**src/rtl/kbd_ascii_if.sv**
```systemverilog
// kbd_ascii_if: Wishbone slave bus bundle for the keyboard receiver.
//   wb_adr_i  16  address (only bit 1 decoded by the slave)
//   wb_dat_i  16  write data
//   wb_dat_o  16  registered read data
//   wb_cyc_i   1  bus cycle
//   wb_we_i    1  1 = write, 0 = read
//   wb_stb_i   1  strobe
//   wb_sel_i   2  byte selects
//   wb_ack_o   1  acknowledge
// The master modport drives the request side; the slave modport answers.
interface kbd_ascii_if;
    logic [15:0] wb_adr_i;
    logic [15:0] wb_dat_i;
    logic [15:0] wb_dat_o;
    logic        wb_cyc_i;
    logic        wb_we_i;
    logic        wb_stb_i;
    logic [1:0]  wb_sel_i;
    logic        wb_ack_o;

    modport master (
        output wb_adr_i, wb_dat_i, wb_cyc_i, wb_we_i, wb_stb_i, wb_sel_i,
        input  wb_dat_o, wb_ack_o
    );

    modport slave (
        input  wb_adr_i, wb_dat_i, wb_cyc_i, wb_we_i, wb_stb_i, wb_sel_i,
        output wb_dat_o, wb_ack_o
    );
endinterface

```
**src/rtl/kbd_ascii.sv**
```systemverilog
// kbd_ascii: PS/2 set-2 scancode to ASCII translator with a character FIFO and a
// KL11-style keyboard receiver (CSR + data register) on Wishbone.
//   wb_clk_i     in   1   bus clock (only clock)
//   wb_rst_i     in   1   synchronous active-high reset
//   bus          slave    Wishbone bundle (kbd_ascii_if): adr[1] 0=CSR, 1=data
//   irq          out  1   interrupt request (IE & DONE), cleared by iack
//   iack         in   1   interrupt acknowledge
//   scan_data    in   8   scancode byte from the PS/2 receiver
//   scan_valid   in   1   one-cycle strobe qualifying scan_data
// CSR read = {OVR,7'b0,DONE,IE,6'b0}; reading it clears OVR.
// Data read pops the head character (0x0000 when empty).
// Optional feature macro: KBD_CTRL_EN -- with ctrl held, characters 0x40..0x7F
// are pushed as char & 0x1F.
module kbd_ascii #(
    parameter int unsigned FIFO_AW = 3
) (
    input  logic        wb_clk_i,
    input  logic        wb_rst_i,
    kbd_ascii_if.slave  bus,
    output logic        irq,
    input  logic        iack,
    input  logic [7:0]  scan_data,
    input  logic        scan_valid
);
    localparam int unsigned DEPTH = 1 << FIFO_AW;

    typedef logic [FIFO_AW-1:0] ptr_t;
    typedef logic [FIFO_AW:0]   cnt_t;

    typedef enum logic [1:0] {
        S_IDLE,
        S_EXT,
        S_BRK,
        S_EXTBRK
    } pfx_t;

    pfx_t state, state_nxt;

    logic ev_make, ev_break, ev_ext;
    logic shift, ctrl, caps, caps_held;

    logic [7:0] lc, lo, hi;
    logic       letter, upper, t_valid, do_push;
    logic [6:0] t_char;

    logic [6:0] mem [DEPTH];
    ptr_t       wr_ptr, rd_ptr;
    cnt_t       count;
    logic       done, full, push_ok, ovf;
    logic       access, rd_csr, rd_data, wr_csr, pop;
    logic       ie, ovr;

    // ---------------- Prefix FSM ----------------
    always_ff @(posedge wb_clk_i) begin
        if (wb_rst_i) state <= S_IDLE;
        else          state <= state_nxt;
    end

    // Emits a one-cycle make/break event when a scancode sequence completes.
    always_comb begin
        state_nxt = state;
        ev_make   = 1'b0;
        ev_break  = 1'b0;
        ev_ext    = 1'b0;
        if (scan_valid) begin
            case (state)
                S_IDLE: begin
                    case (scan_data)
                        8'hE0: state_nxt = S_EXT;
                        8'hF0: state_nxt = S_BRK;
                        8'hE1, 8'hAA, 8'hFA, 8'hFE, 8'hEE: state_nxt = S_IDLE;
                        default: ev_make = 1'b1;
                    endcase
                end
                S_EXT: begin
                    if (scan_data == 8'hF0) begin
                        state_nxt = S_EXTBRK;
                    end else begin
                        ev_make   = 1'b1;
                        ev_ext    = 1'b1;
                        state_nxt = S_IDLE;
                    end
                end
                S_BRK: begin
                    ev_break  = 1'b1;
                    state_nxt = S_IDLE;
                end
                S_EXTBRK: begin
                    ev_break  = 1'b1;
                    ev_ext    = 1'b1;
                    state_nxt = S_IDLE;
                end
                default: state_nxt = S_IDLE;
            endcase
        end
    end

    // ---------------- Modifier state ----------------
    always_ff @(posedge wb_clk_i) begin
        if (wb_rst_i) begin
            shift     <= 1'b0;
            ctrl      <= 1'b0;
            caps      <= 1'b0;
            caps_held <= 1'b0;
        end else if (ev_make || ev_break) begin
            if (!ev_ext && (scan_data == 8'h12 || scan_data == 8'h59))
                shift <= ev_make;
            if (scan_data == 8'h14)
                ctrl <= ev_make;
            if (!ev_ext && scan_data == 8'h58) begin
                // Typematic repeat of caps lock must not toggle again.
                if (ev_make) begin
                    if (!caps_held) caps <= ~caps;
                    caps_held <= 1'b1;
                end else begin
                    caps_held <= 1'b0;
                end
            end
        end
    end

    // ---------------- Translation ----------------
    always_comb begin
        lc = '0;
        case (scan_data)
            8'h1C: lc = "a";  8'h32: lc = "b";  8'h21: lc = "c";  8'h23: lc = "d";
            8'h24: lc = "e";  8'h2B: lc = "f";  8'h34: lc = "g";  8'h33: lc = "h";
            8'h43: lc = "i";  8'h3B: lc = "j";  8'h42: lc = "k";  8'h4B: lc = "l";
            8'h3A: lc = "m";  8'h31: lc = "n";  8'h44: lc = "o";  8'h4D: lc = "p";
            8'h15: lc = "q";  8'h2D: lc = "r";  8'h1B: lc = "s";  8'h2C: lc = "t";
            8'h3C: lc = "u";  8'h2A: lc = "v";  8'h1D: lc = "w";  8'h22: lc = "x";
            8'h35: lc = "y";  8'h1A: lc = "z";
            default: lc = '0;
        endcase

        letter = (lc != 8'h00) && !ev_ext;
        lo = '0;
        hi = '0;
        if (ev_ext) begin
            case (scan_data)
                8'h4A: begin lo = "/";   hi = "/";   end
                8'h5A: begin lo = 8'h0D; hi = 8'h0D; end
                default: ;
            endcase
        end else if (letter) begin
            lo = lc;
            hi = lc - 8'h20;
        end else begin
            case (scan_data)
                8'h16: begin lo = "1"; hi = "!"; end
                8'h1E: begin lo = "2"; hi = "@"; end
                8'h26: begin lo = "3"; hi = "#"; end
                8'h25: begin lo = "4"; hi = "$"; end
                8'h2E: begin lo = "5"; hi = "%"; end
                8'h36: begin lo = "6"; hi = "^"; end
                8'h3D: begin lo = "7"; hi = "&"; end
                8'h3E: begin lo = "8"; hi = "*"; end
                8'h46: begin lo = "9"; hi = "("; end
                8'h45: begin lo = "0"; hi = ")"; end
                8'h0E: begin lo = 8'h60; hi = 8'h7E; end  // grave / tilde
                8'h4E: begin lo = "-"; hi = "_"; end
                8'h55: begin lo = "="; hi = "+"; end
                8'h54: begin lo = "["; hi = "{"; end
                8'h5B: begin lo = "]"; hi = "}"; end
                8'h5D: begin lo = 8'h5C; hi = "|"; end    // backslash
                8'h4C: begin lo = ";"; hi = ":"; end
                8'h52: begin lo = "'"; hi = 8'h22; end    // double quote
                8'h41: begin lo = ","; hi = "<"; end
                8'h49: begin lo = "."; hi = ">"; end
                8'h4A: begin lo = "/"; hi = "?"; end
                8'h29: begin lo = " "; hi = " "; end
                8'h0D: begin lo = 8'h09; hi = 8'h09; end
                8'h5A: begin lo = 8'h0D; hi = 8'h0D; end
                8'h66: begin lo = 8'h7F; hi = 8'h7F; end
                8'h76: begin lo = 8'h1B; hi = 8'h1B; end
                default: ;
            endcase
        end

        t_valid = (lo != 8'h00);
        upper   = letter ? (shift ^ caps) : shift;
        t_char  = upper ? hi[6:0] : lo[6:0];
`ifdef KBD_CTRL_EN
        if (ctrl && t_char[6]) t_char = {2'b00, t_char[4:0]};
`endif
    end

    assign do_push = ev_make && t_valid;

    // ---------------- Bus decode and FIFO ----------------
    assign done    = (count != '0);
    assign full    = (count == cnt_t'(DEPTH));
    assign access  = bus.wb_cyc_i && bus.wb_stb_i && !bus.wb_ack_o;
    assign rd_csr  = access && !bus.wb_we_i && !bus.wb_adr_i[1];
    assign rd_data = access && !bus.wb_we_i &&  bus.wb_adr_i[1];
    assign wr_csr  = access &&  bus.wb_we_i && !bus.wb_adr_i[1] && bus.wb_sel_i[0];
    assign pop     = rd_data && done;
    // Fullness is judged before any same-cycle pop: a push into a full FIFO drops.
    assign push_ok = do_push && !full;
    assign ovf     = do_push &&  full;

    always_ff @(posedge wb_clk_i) begin
        if (push_ok) mem[wr_ptr] <= t_char;
    end

    always_ff @(posedge wb_clk_i) begin
        if (wb_rst_i) begin
            bus.wb_ack_o <= 1'b0;
            bus.wb_dat_o <= '0;
            ie           <= 1'b0;
            ovr          <= 1'b0;
            irq          <= 1'b0;
            wr_ptr       <= '0;
            rd_ptr       <= '0;
            count        <= '0;
        end else begin
            bus.wb_ack_o <= bus.wb_cyc_i && bus.wb_stb_i && !bus.wb_ack_o;

            if (rd_csr)
                bus.wb_dat_o <= {ovr, 7'b0, done, ie, 6'b0};
            else if (rd_data)
                bus.wb_dat_o <= done ? {9'b0, mem[rd_ptr]} : '0;

            if (wr_csr) ie <= bus.wb_dat_i[6];

            if (ovf)         ovr <= 1'b1;
            else if (rd_csr) ovr <= 1'b0;

            if (push_ok) wr_ptr <= wr_ptr + ptr_t'(1);
            if (pop)     rd_ptr <= rd_ptr + ptr_t'(1);
            case ({push_ok, pop})
                2'b10:   count <= count + cnt_t'(1);
                2'b01:   count <= count - cnt_t'(1);
                default: count <= count;
            endcase

            if (iack)                  irq <= 1'b0;
            else if (ie && done && !irq) irq <= 1'b1;
        end
    end

    logic unused_bits;
`ifdef KBD_CTRL_EN
    assign unused_bits = ^{bus.wb_adr_i[15:2], bus.wb_adr_i[0], bus.wb_dat_i[15:7],
                           bus.wb_dat_i[5:0], bus.wb_sel_i[1], lo[7], hi[7]};
`else
    assign unused_bits = ^{bus.wb_adr_i[15:2], bus.wb_adr_i[0], bus.wb_dat_i[15:7],
                           bus.wb_dat_i[5:0], bus.wb_sel_i[1], lo[7], hi[7], ctrl};
`endif
endmodule

```
**src/flat_wrapper.sv**
```systemverilog
// flat-port wrapper written by rule: the top's interface ports become plain ports
module kbd_ascii_flat 
#(
    parameter int unsigned FIFO_AW = 3
)
  (wb_clk_i, wb_rst_i, irq, iack, scan_data, scan_valid, bus_wb_adr_i, bus_wb_dat_i, bus_wb_cyc_i, bus_wb_we_i, bus_wb_stb_i, bus_wb_sel_i, bus_wb_dat_o, bus_wb_ack_o);
  kbd_ascii_if bus_i ();
  input  logic wb_clk_i;
  input  logic wb_rst_i;
  output logic irq;
  input  logic iack;
  input  logic [7:0] scan_data;
  input  logic scan_valid;
  input wire logic [$bits(bus_i.wb_adr_i)-1:0] bus_wb_adr_i;
  input wire logic [$bits(bus_i.wb_dat_i)-1:0] bus_wb_dat_i;
  input wire logic [$bits(bus_i.wb_cyc_i)-1:0] bus_wb_cyc_i;
  input wire logic [$bits(bus_i.wb_we_i)-1:0] bus_wb_we_i;
  input wire logic [$bits(bus_i.wb_stb_i)-1:0] bus_wb_stb_i;
  input wire logic [$bits(bus_i.wb_sel_i)-1:0] bus_wb_sel_i;
  output wire logic [$bits(bus_i.wb_dat_o)-1:0] bus_wb_dat_o;
  output wire logic [$bits(bus_i.wb_ack_o)-1:0] bus_wb_ack_o;
  assign bus_i.wb_adr_i = bus_wb_adr_i;
  assign bus_i.wb_dat_i = bus_wb_dat_i;
  assign bus_i.wb_cyc_i = bus_wb_cyc_i;
  assign bus_i.wb_we_i = bus_wb_we_i;
  assign bus_i.wb_stb_i = bus_wb_stb_i;
  assign bus_i.wb_sel_i = bus_wb_sel_i;
  assign bus_wb_dat_o = bus_i.wb_dat_o;
  assign bus_wb_ack_o = bus_i.wb_ack_o;
  kbd_ascii #(.FIFO_AW(FIFO_AW)) u_core (.wb_clk_i(wb_clk_i), .wb_rst_i(wb_rst_i), .bus(bus_i), .irq(irq), .iack(iack), .scan_data(scan_data), .scan_valid(scan_valid));
endmodule
```
**config.mk**
```make
export PLATFORM = sky130hd
export DESIGN_NAME = kbd_ascii_flat
export DESIGN_NICKNAME = d
export VERILOG_FILES = /design/src/rtl/kbd_ascii_if.sv /design/src/rtl/kbd_ascii.sv /design/src/flat_wrapper.sv
export SDC_FILE = /design/constraint.sdc
export NUM_CORES = 1
export LEC_CHECK = 0
export BUFFER_PORTS_ARGS = -buffer_cell sky130_fd_sc_hd__buf_4
export CAP_MARGIN = 25
export CORE_ASPECT_RATIO = 1.5
export CORE_MARGIN = 2
export CORE_UTILIZATION = 40
export DETAILED_ROUTE_END_ITERATION = 12
export SETUP_SLACK_MARGIN = 0.05
export SYNTH_ARGS = -nofsm -noshare
export SYNTH_HDL_FRONTEND = slang
export SYNTH_SLANG_ARGS = --single-unit
```
**constraint.sdc**
```tcl
create_clock -name wb_clk_i -period 4.05 [get_ports wb_clk_i]
set_input_delay 1.0125 -clock wb_clk_i [delete_from_list [all_inputs] [get_ports wb_clk_i]]
set_output_delay 1.0125 -clock wb_clk_i [all_outputs]
set_load 0.1 [all_outputs]
```
After elaboration in Yosys (flattened, before gate mapping)
Memory sizes are Yosys's and may differ from the RTL's. A register that Yosys moved wholly into a read port is not among the register bits.
Cells that the tools add are included.
{"block": "op_classes", "addsub": 5, "eq_ne": 43, "mux": 32, "bitwise_logic": 3, "reduce_logical": 41}
{"operator": "$pmux 7 s26", "n": 2}
{"operator": "$eq 8x7->1 const B", "n": 17}
{"operator": "$eq 8x6->1 const B", "n": 7}
{"operator": "$eq 8x8->1 const B", "n": 7}
{"operator": "$mux 16", "n": 2}
{"operator": "$mux 7", "n": 4}
{"operator": "$eq 8x5->1 const B", "n": 3}
{"operator": "$mux 8", "n": 3}
{"operator": "$logic_and 1x1->1", "n": 17}
{"operator": "$eq 8x4->1 const B", "n": 2}
{"operator": "$reduce_bool 8->1", "n": 2}
{"operator": "$mux 1", "n": 12}
{"operator": "$pmux 2 s3", "n": 2}
{"operator": "$pmux 6 s2", "n": 1}
{"operator": "$pmux 4 s2", "n": 1}
{"operator": "$reduce_or 7->1", "n": 1}
{"operator": "$sub 7x6->7 const B", "n": 1}
{"operator": "$add 3x1->3 const B", "n": 2}
{"operator": "$eq 2x2->1 const B", "n": 3}
{"operator": "$logic_not 1->1", "n": 6}
{"operator": "$mux 3", "n": 2}
{"operator": "$reduce_and 2->1", "n": 3}
{"operator": "$reduce_bool 2->1", "n": 3}
{"operator": "$reduce_or 2->1", "n": 3}
{"operator": "other kinds (14)", "n": 18}
{"block": "totals", "ff_bits": 35, "ram_bits": 56, "romBits": 896, "input_bits": 49, "memories": 2}
{"name": "(no name shown)", "words": 128, "width": 7, "read_ports": 1, "rd_clocked_by_memory_dff": 0, "wr": 0, "line_no": "kbd_ascii.sv:125", "text": "case (scan_data)"}
{"name": "u_core.mem", "words": 8, "width": 7, "read_ports": 1, "rd_clocked_by_memory_dff": 1, "wr": 1, "line_no": "kbd_ascii.sv:46", "text": "logic [6:0] mem [DEPTH];"}

Logic depth before layout (Yosys ltp)
{"block": "depth", "ltp_word": 13, "depth_mapped": 20, "ltp_nobuf": 17}

Least setup slack after synthesis
OpenSTA, ideal clock, no wires.
{"block": "synth_path", "path_kind": "input to register", "startpoint": "input port scan_data[1]", "endpoint": "register u_core.count[2]", "t_arrival_ns": 4.311, "t_required_ns": 3.980, "setup_slack_ns": -0.331, "stages": 19, "path_buffers": 2, "cell_sequence": "inv_1 > ha_1 > and2_1 > buf_2 > o311a_1 > a221o_1 > nor3_4 > and3_2 > a41oi_2 > nand3_2 > nand3_2 > buf_6 > ha_1 > xor2_1 > ha_1 > a21oi_1 > xor2_1 > or3_1 > a21oi_1"}
{"block": "synth_between", "elab_chain_len": 13}
{"element": "from (decl)", "line_no": "flat_wrapper.sv:12", "text": "input logic [7:0] scan_data;"}
{"element": "parallel branches: the longest is 9 deep, another holds $mem_v2 128x7"}
{"element": "$logic_and 1x1->1 (*)", "line_no": "kbd_ascii.sv:188", "text": "assign do_push = ev_make && t_valid;"}
{"element": "$logic_and 1x1->1 (*)", "line_no": "kbd_ascii.sv:199", "text": "assign push_ok = do_push && !full;"}
{"element": "$eq 2x1->1 or $eq 2x2->1 (tied branches)", "line_no": "kbd_ascii.sv:231", "text": "case ({push_ok, pop})"}
{"element": "$pmux 4 s2 or $reduce_bool 2->1 (tied branches)"}
{"element": "to (signal assigned)", "line_no": "kbd_ascii.sv:232", "text": "2'b10: count <= count + cnt_t'(1);"}
{"element": "to (signal assigned)", "line_no": "kbd_ascii.sv:233", "text": "2'b01: count <= count - cnt_t'(1);"}
{"element": "to (signal assigned)", "line_no": "kbd_ascii.sv:234", "text": "default: count <= count;"}
{"element": "to (decl)", "line_no": "kbd_ascii.sv:48", "text": "cnt_t count;"}
Mark *: on every way between the ends.
A chain may end at the register's enable or synchronous reset.

Final worst setup path
{"block": "layout_path", "startpoint": "input port scan_data[0]", "endpoint": "register u_core.count[2]"}
Same word-level chain as after synthesis.

==> results.sh <==
export IMPL_stdcell_count=841
export IMPL_dp_hpwl_mm=12.3
export IMPL_ys_seq_area_share_pct=41.7
export IMPL_async_flop_share_pct=0
export IMPL_antenna_left=0
export IMPL_core_area_um2=13500
export IMPL_grt_setup_unrepaired="true"
export IMPL_yosys_area_top_type="edfxtp_1"
export IMPL_area_growth_pct=33.0
export IMPL_routed_via_density=5.77
export IMPL_hold_path_class="reg -> reg"
export IMPL_crit_required_ns=4.31
export IMPL_layout_drive_gt1_share_pct=40.6
export IMPL_finClkSkew_ns=0.00579
export IMPL_die_height_um=148
export IMPL_dieWidth_um=99.9
export IMPL_grt_pass1_vias=4965
export IMPL_clkSinkCount=87
export IMPL_cellPowerDensity_nw_per_um2=300
export IMPL_vias=4856
export IMPL_grt_total_usage_pct=22.2
export IMPL_synth_edf_count=56
export IMPL_fin_crit_sh_pct=99.1
export IMPL_grt_pass1_wl_mm=25.3
export IMPL_final_setup_viol_count=0
export IMPL_antenna_found_initial=0
export IMPL_clk_pin_slew_ns=0.05
export IMPL_crit_arrival_ns=4.27
export IMPL_hold_ws_ns=0.480
export IMPL_slew_headroom_pct=38.8
export IMPL_numPortBuffers=28
export IMPL_cts_buffers=9
export IMPL_cts_tree="done"
export IMPL_final_nets=735
export IMPL_max_slew_worst_pin_slew_ns=0.917
export IMPL_critical_path_class="in -> reg"
export IMPL_diodes=0
export IMPL_finalHoldViolCount=0
export IMPL_power_total_mw=2.20
export IMPL_drc=0
export IMPL_ios=67
export IMPL_netlist_area_leader_share_pct=30.5
export IMPL_cts_hold_buf=0
export IMPL_power_leakage_nw=2.86
export IMPL_peakVddDrop_v=0.000191
export IMPL_ys_ff_latch=87
export IMPL_firstDrtPassIters=6
export IMPL_crit_path_max_fanout=7
export IMPL_synth_area_leaders="edfxtp_1 30%, dfxtp_1 11%, mux4_2 5.7%"
export IMPL_design_die_area_um2=14800
export IMPL_dp_slack_ns=-0.562
export IMPL_drt_iter0_drc=250
export IMPL_netlist_instances=527
export IMPL_ys_flop_type="edfxtp_1"
export IMPL_fin_ws_ns=0.0356
export IMPL_wl_per_cell_um=19.1
export IMPL_initial_core_util_pct=41.0
export IMPL_max_cap_viol_count=0
export IMPL_ys_warn_count=0
export IMPL_rows=52
export IMPL_place_inst=807
export IMPL_clk_insertion_delay_late_ns=0.33
export IMPL_yosys_cell_count_top_type="edfxtp_1"
export IMPL_finalWeightedCongestion=0.914
export IMPL_yosys_top_cells_count="56 x edfxtp_1, 37 x nor2_1, 31 x dfxtp_1, 27 x a21oi_1, 23 x nand2_1"
export IMPL_clockBufferDepth=2
export IMPL_critPathCaptureType="flip-flop"
export IMPL_synth_cell_type_count=86
export IMPL_netlist_area_um2=5520
export IMPL_slew_violations=0
export IMPL_overflow=0
export IMPL_status="finished, final reports clean"
export IMPL_cts_root_buffer="clkbuf_16"
export IMPL_totalWireLength_mm=16.0
export IMPL_syn_avg_cell_area_um2=10.5
export IMPL_fin_util_pct=54.5
export IMPL_fmax_mhz=249
export IMPL_grt_max_degree=33
export IMPL_cts_max_level=3
export IMPL_cp_start_kind="primary input"
export IMPL_post_route_min_period_ns=4.01
## cells in the final DEF (no fill, tap or decap), types with 12 or more instances in the layout
cell	netlist	routed
nand2_1	23	22
nor2_1	37	37
nor2b_1	13	13
mux4_2	14	14
buf_4	12	176
nand3_1	21	19
mux2i_1	12	12
nor3_1	13	13
nand2b_1	16	16
edfxtp_1	56	56
dfxtp_1	31	31
a21oi_1	27	22
o21ai_0	21	16
## report_power, final
group	leakage, nW	internal, mW	switching, mW
clock network	0.135	0.472	0.301
logic	1.95	0.199	0.250
registers	0.781	0.967	0.0155
total	2.86	1.64	0.566
## sequential cells by signal, indices dropped and copies added, names as in the netlist, named ones only
name	cells
u_core.bus.wb_ack_o	1
u_core.ie	1
u_core.rd_ptr	3
u_core.count	4
u_core.irq	1
u_core.ovr	1
u_core.shift	1
u_core.caps	1
u_core.state	2
u_core.caps_held	1
u_core.wr_ptr	3
u_core.mem	56
u_core.bus.wb_dat_o	9
## logic make-up after synthesis
group | share of synthesized area, %
muxes | 10.3
and+or+nand+nor | 21.8
adders and majority gates | 2.72
xor gates and xnor gates | 2.09
other | 0.0679
DFF | 41.7
buffers and inverters | 5.94
AOI/OAI and AO/OA | 15.3
## critical path, cell delays in order
cell and delay [ns]:
buf_8 0.08, clkinvlp_4 0.13, ha_4 0.22, buf_4 0.14, and3b_2 0.22, nand4b_1 0.16, nand4_1 0.19, nor4_4 0.33
o21ai_1 0.17, o221ai_2 0.24, nand3_4 0.12, nand3_4 0.09, ha_4 0.17, xor2_2 0.15, ha_2 0.19, a21oi_2 0.04
xor2_1 0.16, or3_1 0.31, a21oi_1 0.14
## per-layer routing
layer  GRT usage (%)  vias to the layer above  share of wire (%)
met5               0                        -                  0
met4            14.3                        0                6.5
met3            2.51                       62                3.5
met2            41.6                      173                 54
met1            22.8                     2338                 36
li1                -                     2283                  -
## per-stage QoR
stage	TNS, ns	cell area, µm²
floorplan	-5.02	5580
global placement	-6.65	6710
detailed placement	-11.46	6710
CTS	-0.0189	7240
global route	-0.0802	7340
finish	0	7340
## path summary, 6_finish.rpt
path                                      start              end  slack, ns  cells after the start
worst max register to register  u_core.state[1]  u_core.count[2]       1.00                     15
worst min-delay path                 u_core.ovr       u_core.ovr       0.48                      2
worst max-delay path               scan_data[0]  u_core.count[2]       0.04                     19
worst min register to register       u_core.ovr       u_core.ovr       0.48                      2
## timing repair
action	4_1_cts	5_1_grt
pin swaps	22	14
endpoints found under the setup margin	1	46
setup buffers	13	5
gates resized for setup	37	14
## layout make-up
type | count | area (µm²)
Tap cell | 162 | 203
Clock inverter | 5 | 50.0
Timing Repair Buffer | 180 | 1370
Sequential cell | 87 | 2300
Fill cell | 1167 | 6120
Clock buffer | 11 | 233
Multi-Input combinational cell | 387 | 3140
Inverter | 9 | 40.0
Note: power is estimated with default switching activity, not from simulation.
